[config.mk]
export PLATFORM = sky130hd
export DESIGN_NAME = clk_divider_bank
export DESIGN_NICKNAME = d
export VERILOG_FILES = /design/src/rtl/clk_div_pkg.sv /design/src/rtl/clk_div_chan.sv /design/src/rtl/clk_divider_bank.sv
export SDC_FILE = /design/constraint.sdc
export NUM_CORES = 1
export LEC_CHECK = 0
export ABC_CLOCK_PERIOD_IN_PS = 9700
export BUFFER_PORTS_ARGS = -buffer_cell sky130_fd_sc_hd__clkbuf_2
export CAP_MARGIN = 20
export CORE_ASPECT_RATIO = 0.5
export CORE_MARGIN = 2
export CORE_UTILIZATION = 58
export CTS_CLUSTER_SIZE = 28
export DETAILED_ROUTE_END_ITERATION = 6
export PLACE_DENSITY = 0.82
export SLEW_MARGIN = 15
export SYNTH_ARGS = -nofsm -noshare
export SYNTH_HDL_FRONTEND = slang
export SYNTH_SLANG_ARGS = --single-unit
[constraint.sdc]
create_clock -name clk -period 9.7 [get_ports clk]
set_input_delay 1.94 -clock clk [delete_from_list [all_inputs] [get_ports clk]]
set_output_delay 1.94 -clock clk [all_outputs]
set_load 0.005 [all_outputs]
[src/rtl/clk_div_pkg.sv]
`default_nettype none
// ============================================================================
//  Module      : clk_div_pkg
//  Description : Shared widths, reset ratio and helpers for the divider bank.
//  Revision    : 1.0  initial release
// ============================================================================
package clk_div_pkg;

    localparam int C_CNT_W       = 16;
    localparam int C_DEFAULT_DIV = 2500;

    typedef logic [C_CNT_W-1:0] div_t;

    // Channel-select width; a single-channel bank still needs one select bit.
    function automatic int sel_width(input int n);
        return (n > 1) ? $clog2(n) : 1;
    endfunction

endpackage
`default_nettype wire

[src/rtl/clk_div_chan.sv]
`default_nettype none
// ============================================================================
//  Module      : clk_div_chan
//  Description : One divider channel: phase counter, shadow/active ratio,
//                boundary-aligned ratio apply and registered clk/tick outputs.
//  Revision    : 1.0  initial release
// ============================================================================
module clk_div_chan
    import clk_div_pkg::*;
#(
    parameter int CNT_W       = C_CNT_W,
    parameter int DEFAULT_DIV = C_DEFAULT_DIV
) (
    input  logic             clk,
    input  logic             rst,
    input  logic             i_en,
    input  logic             i_wr,
    input  logic [CNT_W-1:0] i_val,
    output logic             o_clk_out,
    output logic             o_tick,
    output logic             o_pending
);

    localparam logic [CNT_W-1:0] C_ONE     = CNT_W'(1);
    localparam logic [CNT_W-1:0] C_RST_DIV = CNT_W'(DEFAULT_DIV);

    logic [CNT_W-1:0] r_cnt;
    logic [CNT_W-1:0] r_act;
    logic [CNT_W-1:0] r_shd;
    logic             r_pend;
    logic             r_clk_out;
    logic             r_tick;

    logic             w_run;
    logic             w_last;
    logic             w_apply;
    logic             w_clk_next;

    always_comb begin
        w_run      = i_en && (r_act != '0);
        // >= rather than == keeps the counter bounded whatever the history.
        w_last     = (r_cnt >= (r_act - C_ONE));
        w_apply    = r_pend && (!w_run || w_last);
        w_clk_next = (r_act == C_ONE) || (r_cnt < (r_act >> 1));
    end

    always_ff @(posedge clk or posedge rst) begin
        if (rst) begin
            r_cnt     <= '0;
            r_act     <= C_RST_DIV;
            r_shd     <= C_RST_DIV;
            r_pend    <= 1'b0;
            r_clk_out <= 1'b0;
            r_tick    <= 1'b0;
        end else begin
            if (w_run) begin
                r_clk_out <= w_clk_next;
                r_tick    <= w_last;
                r_cnt     <= w_last ? '0 : (r_cnt + C_ONE);
            end else begin
                r_clk_out <= 1'b0;
                r_tick    <= 1'b0;
                r_cnt     <= '0;
            end

            if (w_apply) begin
                r_act <= r_shd;
            end

            // A write landing on the apply edge survives as the next pending ratio.
            if (i_wr) begin
                r_shd  <= i_val;
                r_pend <= 1'b1;
            end else if (w_apply) begin
                r_pend <= 1'b0;
            end
        end
    end

    assign o_clk_out = r_clk_out;
    assign o_tick    = r_tick;
    assign o_pending = r_pend;

endmodule
`default_nettype wire

[src/rtl/clk_divider_bank.sv]
`default_nettype none
// ============================================================================
//  Module      : clk_divider_bank
//  Description : NUM_CH programmable divided clocks / tick strobes plus a
//                stretched, synchronously released downstream reset.
//  Revision    : 1.0  initial release
// ============================================================================
module clk_divider_bank
    import clk_div_pkg::*;
#(
    parameter int NUM_CH      = 4,
    parameter int CNT_W       = C_CNT_W,
    parameter int DEFAULT_DIV = C_DEFAULT_DIV,
    parameter int RST_STRETCH = 4
) (
    input  logic                         clk,
    input  logic                         clk_rst,
    input  logic [NUM_CH-1:0]            ch_en,
    input  logic                         div_wr,
    input  logic [sel_width(NUM_CH)-1:0] div_ch,
    input  logic [CNT_W-1:0]             div_val,
    output logic [NUM_CH-1:0]            clk_out,
    output logic [NUM_CH-1:0]            tick,
    output logic [NUM_CH-1:0]            pending,
    output logic                         clk_rst_out
);

    localparam int                 C_SEL_W    = sel_width(NUM_CH);
    localparam int                 C_STR_W    = $clog2(RST_STRETCH + 1);
    localparam logic [C_STR_W-1:0] C_STR_LOAD = C_STR_W'(RST_STRETCH);
    localparam logic [C_STR_W-1:0] C_STR_ONE  = C_STR_W'(1);

    logic [NUM_CH-1:0]  w_wr;
    logic [C_STR_W-1:0] r_str_cnt;
    logic               r_rst_out;

    // Select values at or beyond NUM_CH match no channel, so such writes vanish.
    generate
        for (genvar g = 0; g < NUM_CH; g++) begin : g_chan
            assign w_wr[g] = div_wr && (div_ch == C_SEL_W'(g));

            clk_div_chan #(
                .CNT_W       (CNT_W),
                .DEFAULT_DIV (DEFAULT_DIV)
            ) u_chan (
                .clk       (clk),
                .rst       (clk_rst),
                .i_en      (ch_en[g]),
                .i_wr      (w_wr[g]),
                .i_val     (div_val),
                .o_clk_out (clk_out[g]),
                .o_tick    (tick[g]),
                .o_pending (pending[g])
            );
        end
    endgenerate

    always_ff @(posedge clk or posedge clk_rst) begin
        if (clk_rst) begin
            r_str_cnt <= C_STR_LOAD;
            r_rst_out <= 1'b1;
        end else if (r_str_cnt != '0) begin
            r_str_cnt <= r_str_cnt - C_STR_ONE;
            if (r_str_cnt == C_STR_ONE) begin
                r_rst_out <= 1'b0;
            end
        end
    end

    assign clk_rst_out = r_rst_out;

endmodule
`default_nettype wire

== Yosys cells after proc, flatten, opt, wreduce, memory -nomap -nowiden ==
Index checks and enable logic that the tools add are counted.
Storage, ports and cells
  output and inout port bits: 13
  bits in latches: 0
  memory bits (writable): 0
  bits in registers: 208
  input bits: 25
  bits in read-only memories: 0
  memories kept: 0
  word-level logic and storage cells: 110
Cells by class
  multipliers: 0
  magnitude comparators: 8
  add/sub/neg operators: 9
  divide/modulo/power cells: 0
  reduce and logical (&&, ||, !) cells: 35
  shifts and indexed selects: 0
  equality and inequality tests: 8
  bitwise operators: 0
  multiplexer cells: 24
Operators with widths (count)
  2-to-1 mux 16 bit: 8
  adder 16 x 1 -> 16 bit, second input constant: 4
  == test 16 x 1 -> 1 bit, second input constant: 4
  >= comparator 16 bit: 4
  less-than comparator 16 x 15 -> 1 bit: 4
  nonzero test 16 bit: 4
  subtractor 16 x 1 -> 16 bit, second input constant: 4
  2-to-1 mux 1 bit: 16
  logical AND 1 bit: 12
  logical OR 1 bit: 8
  nonzero test 2 bit: 4
  == test 2 bit, second input constant: 2
  logical NOT 1 bit: 4
  == test 3 x 1 -> 1 bit, second input constant: 1
  nonzero test 3 bit: 1
  subtractor 3 x 1 -> 3 bit, second input constant: 1
  == test 2 x 1 -> 1 bit, second input constant: 1
  logical NOT 2 bit: 1
  AND reduction 2 bit: 1

== Longest topological paths before layout ==
  depth in word-level cells: 7
  gate-level depth with buffers: 15

== Hierarchy ==
From an unflattened synthesis, not the netlist that was laid out.
Second synthesis, totals
  cells, all modules: 1140
  area total of the unflattened synthesis: 12493.2 µm²
Modules (own cells, without submodules)
  clk_div_chan (g_chan[0].u_chan ...): times used 3, area each 3062.9 µm², cells each 279, seq. area each 1288.7 µm²
  clk_div_chan (g_chan[1].u_chan): times used 1, area each 3061.7 µm², cells each 281, seq. area each 1288.7 µm²
  clk_divider_bank: times used 1, area each 242.7 µm², cells each 22, seq. area each 102.6 µm²

== Worst setup path after synthesis ==
OpenSTA, ideal clock, no wires.
  kind: reg2reg
  start: register g_chan[2].u_chan.r_act[3]
  end: register g_chan[2].u_chan.r_act[0]
  stages on the path, launching flop included: 16
  path slack: 5.942 ns
  arrival time: 3.631 ns
  period minus slack after synthesis: 3.758 ns
  path through: dfrtp_1 > nor4_1 > nand2_1 > nor3_1 > nand2_1 > nor4_1 > xnor2_1 > ha_1 > nand4_1 > a211oi_1 > nor3_1 > nand4b_4 > and2_1 > buf_6 > buf_8 > mux2_1
On the way
  cells in the longest elaborated chain, start to end: 5
RTL lines
  from (decl): RTL line clk_div_chan.sv:28  | logic [CNT_W-1:0] r_act;
  from (signal assigned): RTL line clk_div_chan.sv:67  | r_act <= r_shd;
  branches (longest 3 deep; another with subtractor 16 x 1 -> 16 bit)
  logical OR 1 bit (*): RTL line clk_div_chan.sv:43  | w_apply = r_pend && (!w_run || w_last);
  logical AND 1 bit (*): RTL line clk_div_chan.sv:43
Every way passes the cells marked *.
A chain may end at the register's enable or synchronous reset.

== Final worst setup path ==
  start: register g_chan[2].u_chan.r_act[3]
  end: register g_chan[2].u_chan.r_act[5]
Same word-level chain as after synthesis.

==> reports/results.tsv <==
stage	metric	value	unit
die	fp-row-count	37	
layout	areaGrowthSynthToFinish	8.616	%
layout	utilization	64.71	%
die	chipHeight	107.1	um
die	die_x	210.2	um
die	io_pins	38	
synthesis	avgSynthCellArea	10.82	um^2
critical_path	path_buf_inv	0	
synthesis	synth.area.mux_share	11.86	%
synthesis	synth-simple-area-share	12.65	%
placed_design	place_ws	5.210	ns
route	drt_wl_total	27310	um
route	antenna_left	0	
synthesis	synth-edff-count	0	
critical_path	cp_slowest_cell	nor4_1	
timing	period_share	46.29	%
synthesis	synth_compound_area_share	7.216	%
clock_tree	cts_made_buffers	20	
critical_path	max_stage_delay	0.71	ns
layout	fin_nets	1335	
timing	timing.fmax	222.7	MHz
synthesis	postSynthCellCount	1139	
timing	tightest_slew	0.9257	ns
min_path	min_path_type	flip-flop to flip-flop	
die	core-area	0.02069	mm^2
timing	hold_violations	0	
route	drtIter0Drc	523	
critical_path	endpoint_kind	flip-flop	
clock_tree	htreeDepth	1	
timing	slew-limit-headroom	38.10	%
die	start_util	59.57	%
clock_tree	numClockSinks	208	
synthesis	synth_commonest_cells	dfrtp_1, ha_1, mux2_2	
placed_design	gp_congestion	0.9086	
clock_tree	postCtsSetupBuffers	0	
power	pwr-share-clk	27.3	%
clock_tree	clk_latency	0.51	ns
critical_path	crit_type	flip-flop to flip-flop	
route	via_per_inst	5.949	
power	power_frac_seq	43.2	%
layout	drive_above_1_share	20.71	%
timing	finalClockSkew	0.01198	ns
layout	antenna_cells	0	
power	swShare	34.46	%
placed_design	portBuffers	37	
route	drc_errors	0	
synthesis	synth_top_family_by_area	adder cells	
grt	grt_use_total	25.49	%
synthesis	dominantRegCellSynth	dfrtp_1	
critical_path	cp-start-kind	flip-flop	
grt	grt_max_degree	117	
clock_tree	clock_path_buffers	3	
power	pwr-share-comb	29.4	%
status	outcome	complete, no violations	
power	internal_power	1948	uW
clock_tree	cts_resized	0	
placed_design	dp_hpwl	19060	um
critical_path	critical_path_arrival	4.87	ns
power	ir_worst_vdd	0.0001208	V
power	switchingPower	1024	uW
timing	period_needed	4.490	ns
power	leakagePower	0.006205	uW
clock_tree	cts_tree	built	
die	die-area	0.02251	mm^2
clock_tree	ctsHoldBuffers	0	
timing	rsz0062_at_grt	no	
synthesis	ys_seq_area_share	42.65	%
synthesis	yosysTopAreaCellShare	33.70	%
grt	grt_pass1_vias	9017	
timing	drv_slew	0	
run	maxCapViolCount	0	
critical_path	cp_cell_sequence	nor4_1 -> nand2_1 -> nor3_1 -> nand2_1 -> nor4_1 -> xnor2_1 -> ha_1 -> nand4_1 -> a211oi_1 -> nor3_1 -> nand4b_4 -> and2_1 -> mux2_1	
clock_tree	cts_root_buf	clkbuf_16	
critical_path	crit_fanout	18	
synthesis	async_reset_ff_share	100.0	%
synthesis	synth_xor_area_share	7.744	%
synthesis	synth-seq-cells	208	
synthesis	netlist_area	0.01233	mm^2
route	drt_pass1_iterations	5	
clock_tree	cts.clk_slew.worst_paths	0.06	ns
synthesis	synth-warning-count	0	
timing	whs	0.4936	ns
power	p_per_area	222.0	mW/mm^2
timing	setup_tns	0	ns
timing	layout_setup_ws	5.210	ns
grt	grt_overflow	0	
grt	antenna_found_initial	0	
timing	finalSetupViolations	0	
route	dr_total_vias	8691	
synthesis	syn_nets	1300	
synthesis	synth_fa_ha_area_share	13.80	%
synthesis	synth_area_leaders	dfrtp_1, ha_1, mux2_2	
grt	grt_pass1_wl	45480	um
synthesis	yosys.area.top_type	dfrtp_1	
synthesis	yosysUniqueCellTypes	60	
route	wl_per_cell	18.69	um
synthesis	synth.most_common_cell	dfrtp_1	
power	report.power.total	2973	uW
critical_path	cp.required	10.09	ns
critical_path	cp_top_family	simple AND/OR/NAND/NOR gates	
[per-stage QoR]
stage | cell area (um^2) | instances
4_1_cts | 13390 | 1461
3_3_place_gp | 12700 | 1425
3_5_place_dp | 12700 | 1425
6_report | 13390 | 1461
5_1_grt | 13390 | 1461
2_1_floorplan | 12330 | 1139
[power groups by stage]
stage / sequential [uW] / clock, uW / combinational [uW]
CTS: 1280 / 824 / 873
global placement: 1260 / 0 / 795
floorplan: 1210 / 0 / 678
finish: 1290 / 813 / 874
global route: 1310 / 866 / 988
detailed placement: 1280 / 0 / 853
[layout make-up]
cell class | instances | area (um^2)
clock buffers | 27 | 598.1
clock inverters | 9 | 90.09
fillers | 1493 | 7303
inverters | 85 | 326.6
multi-input cells | 820 | 6573
flip-flops and latches | 208 | 5258
well taps | 273 | 341.6
repair buffers | 39 | 203.9
[placed cells by master (no fill, tap or decap), types with 17 or more instances in the layout]
| cell | count |
|---|---|
| dfrtp_1 | 166 |
| ha_1 | 136 |
| mux2_2 | 110 |
| nor2_1 | 108 |
| inv_1 | 84 |
| xnor2_1 | 73 |
| nand2_1 | 48 |
| dfstp_2 | 42 |
| nand3_1 | 40 |
| clkbuf_2 | 37 |
| xor2_1 | 36 |
| o21ai_0 | 30 |
| a21oi_1 | 29 |
| nand4_1 | 28 |
| nor3_1 | 27 |
| clkbuf_16 | 21 |
| nor4_1 | 17 |
[metal layers]
metal / GRT usage (%) / vias up / part of all wire (%)
met3: 4.979 / 93 / 5.3
li1: - / 4097 / -
met4: 11.30 / 0 / 4.5
met1: 33.30 / 4274 / 45
met2: 41.70 / 227 / 45
met5: 0 / - / 0
[worst paths after layout]
check                      slack (ns)                        end                 startpoint  cells past startpoint
setup reg to reg                 5.21  g_chan[2].u_chan.r_act[5]  g_chan[2].u_chan.r_act[3]                     13
hold reg to reg                  0.49                clk_rst_out                clk_rst_out                      1
setup / recovery                 5.21  g_chan[2].u_chan.r_act[5]  g_chan[2].u_chan.r_act[3]                     13
min in group asynchronous        1.61  g_chan[2].u_chan.r_act[0]                    clk_rst                      2
max in group asynchronous        6.83  g_chan[0].u_chan.r_act[0]                    clk_rst                      3
hold / removal                   0.49                clk_rst_out                clk_rst_out                      1
[state kept, by name, summed over array words and instances, names as in the netlist]
name / count
g_chan.u_chan.o_clk_out: 4
clk_rst_out: 1
g_chan.u_chan.r_act: 64
g_chan.u_chan.r_cnt: 64
g_chan.u_chan.o_tick: 4
r_str_cnt: 3
g_chan.u_chan.r_shd: 64
g_chan.u_chan.o_pending: 4
[cell families (layout without fill, tap and decap cells)]
kind of cell / Yosys count / in the layout
buffers and inverters: 111 / 160
XOR/XNOR: 109 / 109
AO/OA/AOI/OAI: 132 / 132
multiplexers: 127 / 127
flip-flops: 208 / 208
AND/OR/NAND/NOR: 316 / 316
adder cells (fa/ha/maj): 136 / 136
(Power assumes the default switching activity.)
